### config.mk
export PLATFORM = sky130hd
export DESIGN_NAME = hold_2_rx
export DESIGN_NICKNAME = d
export VERILOG_FILES = /design/src/rtl/hold_2_rx.sv
export SDC_FILE = /design/constraint.sdc
export NUM_CORES = 1
export LEC_CHECK = 0
export CAP_MARGIN = 20
export CORE_UTILIZATION = 45
export CTS_BUF_LIST = sky130_fd_sc_hd__clkbuf_16
export DETAILED_ROUTE_END_ITERATION = 7
export GPL_TIMING_DRIVEN = 0
export PLACE_DENSITY = 0.84
export SETUP_SLACK_MARGIN = 0.5
export SKIP_CTS_REPAIR_TIMING = 1
export SLEW_MARGIN = 25
export SYNTH_ARGS = -nofsm -noshare
export SYNTH_HDL_FRONTEND = slang
export SYNTH_SLANG_ARGS = --single-unit
export TNS_END_PERCENT = 1
### constraint.sdc
create_clock -name clk -period 1.5 [get_ports clk]
set_input_delay 0.375 -clock clk [delete_from_list [all_inputs] [get_ports clk]]
set_output_delay 0.375 -clock clk [all_outputs]
set_load 0.01 [all_outputs]
### src/rtl/hold_2_rx.sv
// Sink-end monitor for the hold_2 gate/toggle link: measures each gate burst, checks length and toggle.
// Optional HOLD_RX_SYNC_EN adds a 2-flop synchronizer on g_in/f_in (latencies +2 cycles).
module hold_2_rx #(
  parameter int CNT_W   = 4,
  parameter int EXP_LEN = 5,
  parameter int MAX_LEN = 15
) (
  input  logic             clk,
  input  logic             rst,
  input  logic             g_in,
  input  logic             f_in,
  output logic             frame_vld,
  output logic [CNT_W-1:0] frame_len,
  output logic             err_len,
  output logic             err_tgl,
  output logic             err_to,
  output logic [7:0]       frame_cnt
);

  typedef enum logic [1:0] {IDLE = 2'd0, GATE = 2'd1, STUCK = 2'd2} state_t;

  logic g_s;
  logic f_s;

`ifdef HOLD_RX_SYNC_EN
  // bit 0 carries g, bit 1 carries f
  logic [1:0] meta_reg;
  logic [1:0] sync_reg;

  always_ff @(posedge clk) begin
    if (rst) begin
      meta_reg <= 2'b00;
      sync_reg <= 2'b00;
    end else begin
      meta_reg <= {f_in, g_in};
      sync_reg <= meta_reg;
    end
  end

  assign g_s = sync_reg[0];
  assign f_s = sync_reg[1];
`else
  assign g_s = g_in;
  assign f_s = f_in;
`endif

  state_t           state_reg, state_next;
  logic             g_q_reg;
  logic             f_ref_reg, f_ref_next;
  logic [CNT_W-1:0] len_reg, len_next;
  logic             frame_vld_reg, frame_vld_next;
  logic [CNT_W-1:0] frame_len_reg, frame_len_next;
  logic             err_len_reg, err_len_next;
  logic             err_tgl_reg, err_tgl_next;
  logic             err_to_reg, err_to_next;
  logic [7:0]       frame_cnt_reg, frame_cnt_next;

  logic             rise;
  logic [CNT_W-1:0] len_inc;

  assign rise    = g_s & ~g_q_reg;
  assign len_inc = len_reg + CNT_W'(1);

  always_ff @(posedge clk) begin
    if (rst) begin
      state_reg     <= IDLE;
      g_q_reg       <= 1'b0;
      f_ref_reg     <= 1'b0;
      len_reg       <= '0;
      frame_vld_reg <= 1'b0;
      frame_len_reg <= '0;
      err_len_reg   <= 1'b0;
      err_tgl_reg   <= 1'b0;
      err_to_reg    <= 1'b0;
      frame_cnt_reg <= 8'd0;
    end else begin
      state_reg     <= state_next;
      g_q_reg       <= g_s;
      f_ref_reg     <= f_ref_next;
      len_reg       <= len_next;
      frame_vld_reg <= frame_vld_next;
      frame_len_reg <= frame_len_next;
      err_len_reg   <= err_len_next;
      err_tgl_reg   <= err_tgl_next;
      err_to_reg    <= err_to_next;
      frame_cnt_reg <= frame_cnt_next;
    end
  end

  always_comb begin
    state_next     = state_reg;
    f_ref_next     = f_ref_reg;
    len_next       = len_reg;
    frame_vld_next = 1'b0;
    frame_len_next = frame_len_reg;
    err_len_next   = err_len_reg;
    err_tgl_next   = 1'b0;
    err_to_next    = 1'b0;
    frame_cnt_next = frame_cnt_reg;

    case (state_reg)
      IDLE: begin
        if (rise) begin
          len_next   = CNT_W'(1);
          state_next = GATE;
        end else if (f_s != f_ref_reg) begin
          err_tgl_next = 1'b1;
          f_ref_next   = f_s;
        end
      end
      GATE: begin
        if (g_s) begin
          len_next = len_inc;
          // A burst that reaches the timeout is abandoned, not reported as a frame
          if (len_inc == CNT_W'(MAX_LEN)) begin
            err_to_next = 1'b1;
            state_next  = STUCK;
          end
        end else begin
          frame_vld_next = 1'b1;
          frame_len_next = len_reg;
          err_len_next   = (len_reg != CNT_W'(EXP_LEN));
          err_tgl_next   = (f_s == f_ref_reg);
          f_ref_next     = f_s;
          frame_cnt_next = frame_cnt_reg + 8'd1;
          state_next     = IDLE;
        end
      end
      STUCK: begin
        // Resynchronise the toggle reference silently once the gate finally drops
        if (!g_s) begin
          f_ref_next = f_s;
          state_next = IDLE;
        end
      end
      default: state_next = IDLE;
    endcase
  end

  assign frame_vld = frame_vld_reg;
  assign frame_len = frame_len_reg;
  assign err_len   = err_len_reg;
  assign err_tgl   = err_tgl_reg;
  assign err_to    = err_to_reg;
  assign frame_cnt = frame_cnt_reg;

endmodule

## Word level (Yosys, flattened, before mapping)

Cells that the tools add are included.

| operators by class | value |
|---|---|
| bitwise logic cells | 4 |
| muxes and demuxes | 18 |
| equality and inequality tests | 13 |
| $lt $le $gt $ge | 0 |
| add/sub/neg operators | 2 |
| shifts and indexed selects | 0 |
| multipliers | 0 |
| div/mod/pow operators | 0 |
| reductions and logical operators | 10 |

Operators with widths:

| operator | number |
|---|---|
| 2-bit inequality test (second input constant) | 6 |
| 8-bit by 1-bit adder with 8-bit output (second input constant) | 1 |
| 1-bit 2-to-1 mux | 8 |
| 2-bit 2-to-1 mux | 4 |
| 4-bit 2-to-1 mux | 2 |
| 4-bit case mux with 2 select lines | 1 |
| 2-bit case mux with 3 select lines | 1 |
| 3-bit AND reduction | 2 |
| 4-bit by 1-bit adder with 4-bit output (second input constant) | 1 |
| 4-bit == test (second input constant) | 1 |
| 4-bit by 3-bit inequality test with 1-bit output (second input constant) | 1 |
| 1-bit case mux with 2 select lines | 2 |
| 4-bit AND reduction | 1 |
| 2-bit nonzero test | 2 |
| 2-bit OR reduction | 2 |
| 3-bit inequality test (second input constant) | 1 |
| 1-bit NOT | 3 |
| 3-bit OR reduction | 1 |
| 2-bit by 1-bit == test with 1-bit output (second input constant) | 1 |
| 2-bit == test (second input constant) | 1 |
| 2-bit zero test | 1 |
| 2-bit AND reduction | 1 |
| 1-bit AND | 1 |
| 1-bit == test | 1 |
| 1-bit inequality test | 1 |

| word-level totals | value |
|---|---|
| word-level logic and storage cells | 57 |
| output and inout bits | 16 |
| memories kept | 0 |
| bits in latches | 0 |
| memory bits (writable) | 0 |
| bits in read-only memories | 0 |
| flip-flop bits (word level) | 24 |

## Depth between registers and ports, before layout

| logic depth | value |
|---|---|
| depth in word-level cells | 5 |
| mapped depth | 8 |
| depth with buffers taken out | 7 |

## Least setup slack after synthesis

No wires, ideal clock.

| path | value |
|---|---|
| path kind | reg-to-reg |
| from | register state_reg[1] |
| to | register frame_cnt_reg[6] (netlist: frame_cnt[6]) |
| stages on the path, launching flop included | 9 |
| path slack | 10 ps |
| buffers on the path | 1 |
| required time | 1372 ps |
| arrival time | 1362 ps |
| cells stage by stage | dfxtp_1 > inv_1 > ha_1 > nor2b_2 > buf_4 > and3_1 > nand4_1 > xor2_1 > nor2_1 |

| on the way | value |
|---|---|
| cells in the longest elaborated chain, start to end | 2 |

RTL lines:

| element | line | source |
|---|---|---|
| start, declared | 47 | `state_t state_reg, state_next;` |
| start signal, assigned | 77 | `state_reg <= state_next;` |
| 2-bit by 1-bit == test with 1-bit output | 101 | `case (state_reg)` |
| 2-bit AND reduction (no line) | n/a |  |
| end signal, assigned | 86 | `frame_cnt_reg <= frame_cnt_next;` |
| end, declared | 56 | `logic [7:0] frame_cnt_reg, frame_cnt_next;` |

No other way between the ends.
A chain may end at the register's enable or synchronous reset.

## Worst setup path in the final report

| path | value |
|---|---|
| from | register state_reg[1] |
| to | register frame_cnt_reg[5] (netlist: frame_cnt[5]) |

The elaborated chain is that of the path after synthesis.

==> flow_summary_export.csv <==
group,metric,value,unit
logic_synthesis,synth_area_per_cell,8.45,sq um
floorplan,core,2280,sq um
floorplan,die_w,51.8,um
logic_synthesis,synth-main-ff-cell,"dfxtp_1",
timing,worst_pin_slew,467,ps
setup_path,critPathLaunch,"state_reg[1]",
grt,antenna_found_initial,0,
setup_path,start_kind,"flop",
clocking,clockBufferDepth,2,
timing,hold_ws,461,ps
floorplan,fp-row-count,17,
route,vias,1049,
timing,finalCritPeriodShare,101,%
floorplan,io_pins,20,
setup_path,crit_path_max_fanout,5,
worst_hold_path,min_path_type,"flop to flop",
timing,setup_violations,2,
route,antenna_left,0,
grt,grt_pass1_wl,3920,um
clocking,clockRootBuffer,"clkbuf_16",
setup_path,crit_path_max_incr_delay,370,ps
cells_and_area,multi_input_area,689,sq um
route,via_per_inst,5.52,
route,first_pass_iters,4,
floorplan,initial_core_util,49.0,%
logic_synthesis,yosysTopAreaCell,"dfxtp_1",
power,ir_worst_vdd,1.07,mV
logic_synthesis,synth_fp_nets,144,
timing,rsz0062_at_grt,"true",
logic_synthesis,ys_types,32,
grt,grt_pass1_vias,930,
floorplan,die_y,51.8,um
route,drt_iter0_markers,16,
timing,slew_violations,0,
grt,grt_max_degree,14,
clocking,cts_max_level,1,
timing,hold_viol,0,
power,leakagePower,0.705,nW
clocking,tritoncts,"done",
setup_path,crit_chain,"inv_4, ha_4, nor2b_4, nand4_1, or3_1, a21oi_1",
setup_path,crit_path_end_kind,"flop",
cells_and_area,seq_area,513,sq um
place,dpl_cell_area,1360,sq um
setup_path,ff2ff_setup_slack,-20,ps
timing,skew,1.73,ps
timing,clock.fmax,657,MHz
setup_path,rr_worst_depth,6,
logic_synthesis,async_flop_share,0,%
cells_and_area,fin_area,1620,sq um
setup_path,worstPathRequired,1680,ps
setup_path,r2r-start,"state_reg[1]",
route,wl_per_cell,15.3,um
cells_and_area,largest_register_ffs,8,
cells_and_area,n_fill_cell,158,
setup_path,rr_endpoint,"frame_cnt[5]",
power,powerDensity,1020,nW/um^2
grt,overflow,0,
clocking,numCtsBuffers,3,
cells_and_area,n_antenna_cell,0,
clocking,clkLatencyLatePin,260,ps
clocking,cts.clk_slew.worst_paths,60,ps
clocking,clock-sinks,24,
timing,final.setup.worst_slack,-21.3,ps
cells_and_area,synthToLayoutAreaGrowth,45.1,%
cells_and_area,fin_cells,190,
cells_and_area,final_layout_size_suffix_gt1_share,37.0,%
run_status,status,"complete, but fails checks",
place,placed_cells,178,
logic_synthesis,synth_top_area_share,43.1,%
logic_synthesis,syn-instance-count,132,
setup_path,crit_slowest_cell,"or3_1",
place,place_congestion,0.867,
run_status,violations,"negative setup slack",
logic_synthesis,synth_edf_count,0,
setup_path,crit_type,"flop to flop",
timing,period_needed,1520,ps
logic_synthesis,synth_sequential_area_ratio,43.1,%
power,total_power,0.00164,W
setup_path,arrival,1700,ps
grt,grt.total_usage,19.8,%
cells_and_area,finalNetCount,175,
flow_run,drv_cap,0,
route,drc_errors,0,
logic_synthesis,synth_warnings,0,
logic_synthesis,synth-seq-cells,24,
place,portBuffers,18,
logic_synthesis,synth.area.top_cells,"dfxtp_1 43%, ha_1 9.0%, nor2_1 5.7%",
place,post-dp-hpwl,1750,um
route,route.final.wire_length,2910,um
setup_path,crit_end,"frame_cnt[5]",
logic_synthesis,synth_area,1110,sq um
floorplan,die_area,2680,sq um
timing,slew_headroom,68.9,%
==> worst max-delay path: cells and delay by family, from the launching register on <==
kind	cells	cell delay, ps
flops	1	330
simple gates	3	740
buf+inv	1	80
compound gates	1	140
fa+ha+maj	1	150
==> power breakdown <==
part,internal [W],switching (W)
Clock,0.000357,0.000223
Sequential,0.000672,0.0000373
Combinational,0.000181,0.000175
Total,0.00121,0.000436
==> per-layer routing <==
layer | GRT usage [%] | wire [um] | vias up
met5 | 0 | 0 | -
met4 | 4.95 | 44 | 0
met3 | 5.26 | 115 | 7
met2 | 37.4 | 1640 | 28
met1 | 21.4 | 1110 | 512
li1 | - | - | 502
==> cells in the mapped netlist (all sizes together), types with 3 or more instances <==
library cell,instances
a21oi,11
clkbuf,3
dfxtp,24
ha,8
inv,6
mux2i,3
nand2,17
nand2b,4
nand4,3
nor2,17
nor3,3
o21ai,8
xor2,4
==> logic make-up (layout without fill, tap and decap cells) <==
group	after synthesis	in the layout	share of synthesized area, %
AOI/OAI and AO/OA	26	26	13.4
xor gates and xnor gates	6	6	4.71
adders and majority gates	8	8	8.98
buffers and inverters	10	40	3.70
DFF	24	24	43.1
muxes	3	3	2.69
and+or+nand+nor	55	55	23.5
==> layout make-up <==
type	count	share of cell area (%)
Buffer	4	1.39
Clock buffer	3	4.64
Clock inverter	1	0.232
Inverter	6	1.55
Multi-Input combinational cell	98	42.6
Sequential cell	24	31.7
Tap cell	28	2.17
Timing Repair Buffer	26	15.7
==> placed cells by master, fill, tap and decap left out, types with 2 or more instances in the layout <==
master          synthesis  routed
nor2_1                 17      17
nand2_1                16      15
buf_6                   0      12
a21oi_1                11      11
dfxtp_2                 0      11
dfxtp_1                24       8
buf_4                   1       7
ha_1                    8       5
dfxtp_4                 0       5
dlymetal6s2s_1          0       5
inv_1                   5       4
nand2b_1                4       4
o21ai_0                 7       4
xor2_1                  4       4
clkbuf_1                3       3
nor3_1                  3       3
nand4_1                 3       3
mux2i_1                 3       3
clkbuf_16               0       3
xnor2_2                 0       2
o21ai_2                 0       2
nand2_2                 1       2
or3_1                   2       2
nand3_1                 2       2
o21ai_1                 1       2
ha_4                    0       2
clkbuf_2                0       2
==> stage by stage <==
step / setup TNS (ps) / utilization [%] / setup slack (ps)
finish: -21.4 / 71.1 / -21.3
CTS: -2010 / 63.2 / -220
global placement: -4820 / 59.7 / -461
floorplan: 0 / - / 117
global route: -368 / 71.1 / -113
detailed placement: -5400 / 59.7 / -487
==> worst min-delay path by stage <==
stage | start | end | slack [ps] | cells past startpoint
4_1_cts | frame_len[0] | frame_len[0] | 460 | 2
5_1_grt | frame_len[0] | frame_len[0] | 470 | 2
6_report | frame_len[0] | frame_len[0] | 460 | 2
2_1_floorplan | len_reg[2] | frame_len[2] | 470 | 2
3_5_place_dp | frame_len[1] | frame_len[1] | 450 | 2
3_3_place_gp | frame_len[2] | frame_len[2] | 440 | 2
Note: power is estimated with default switching activity, not from simulation.
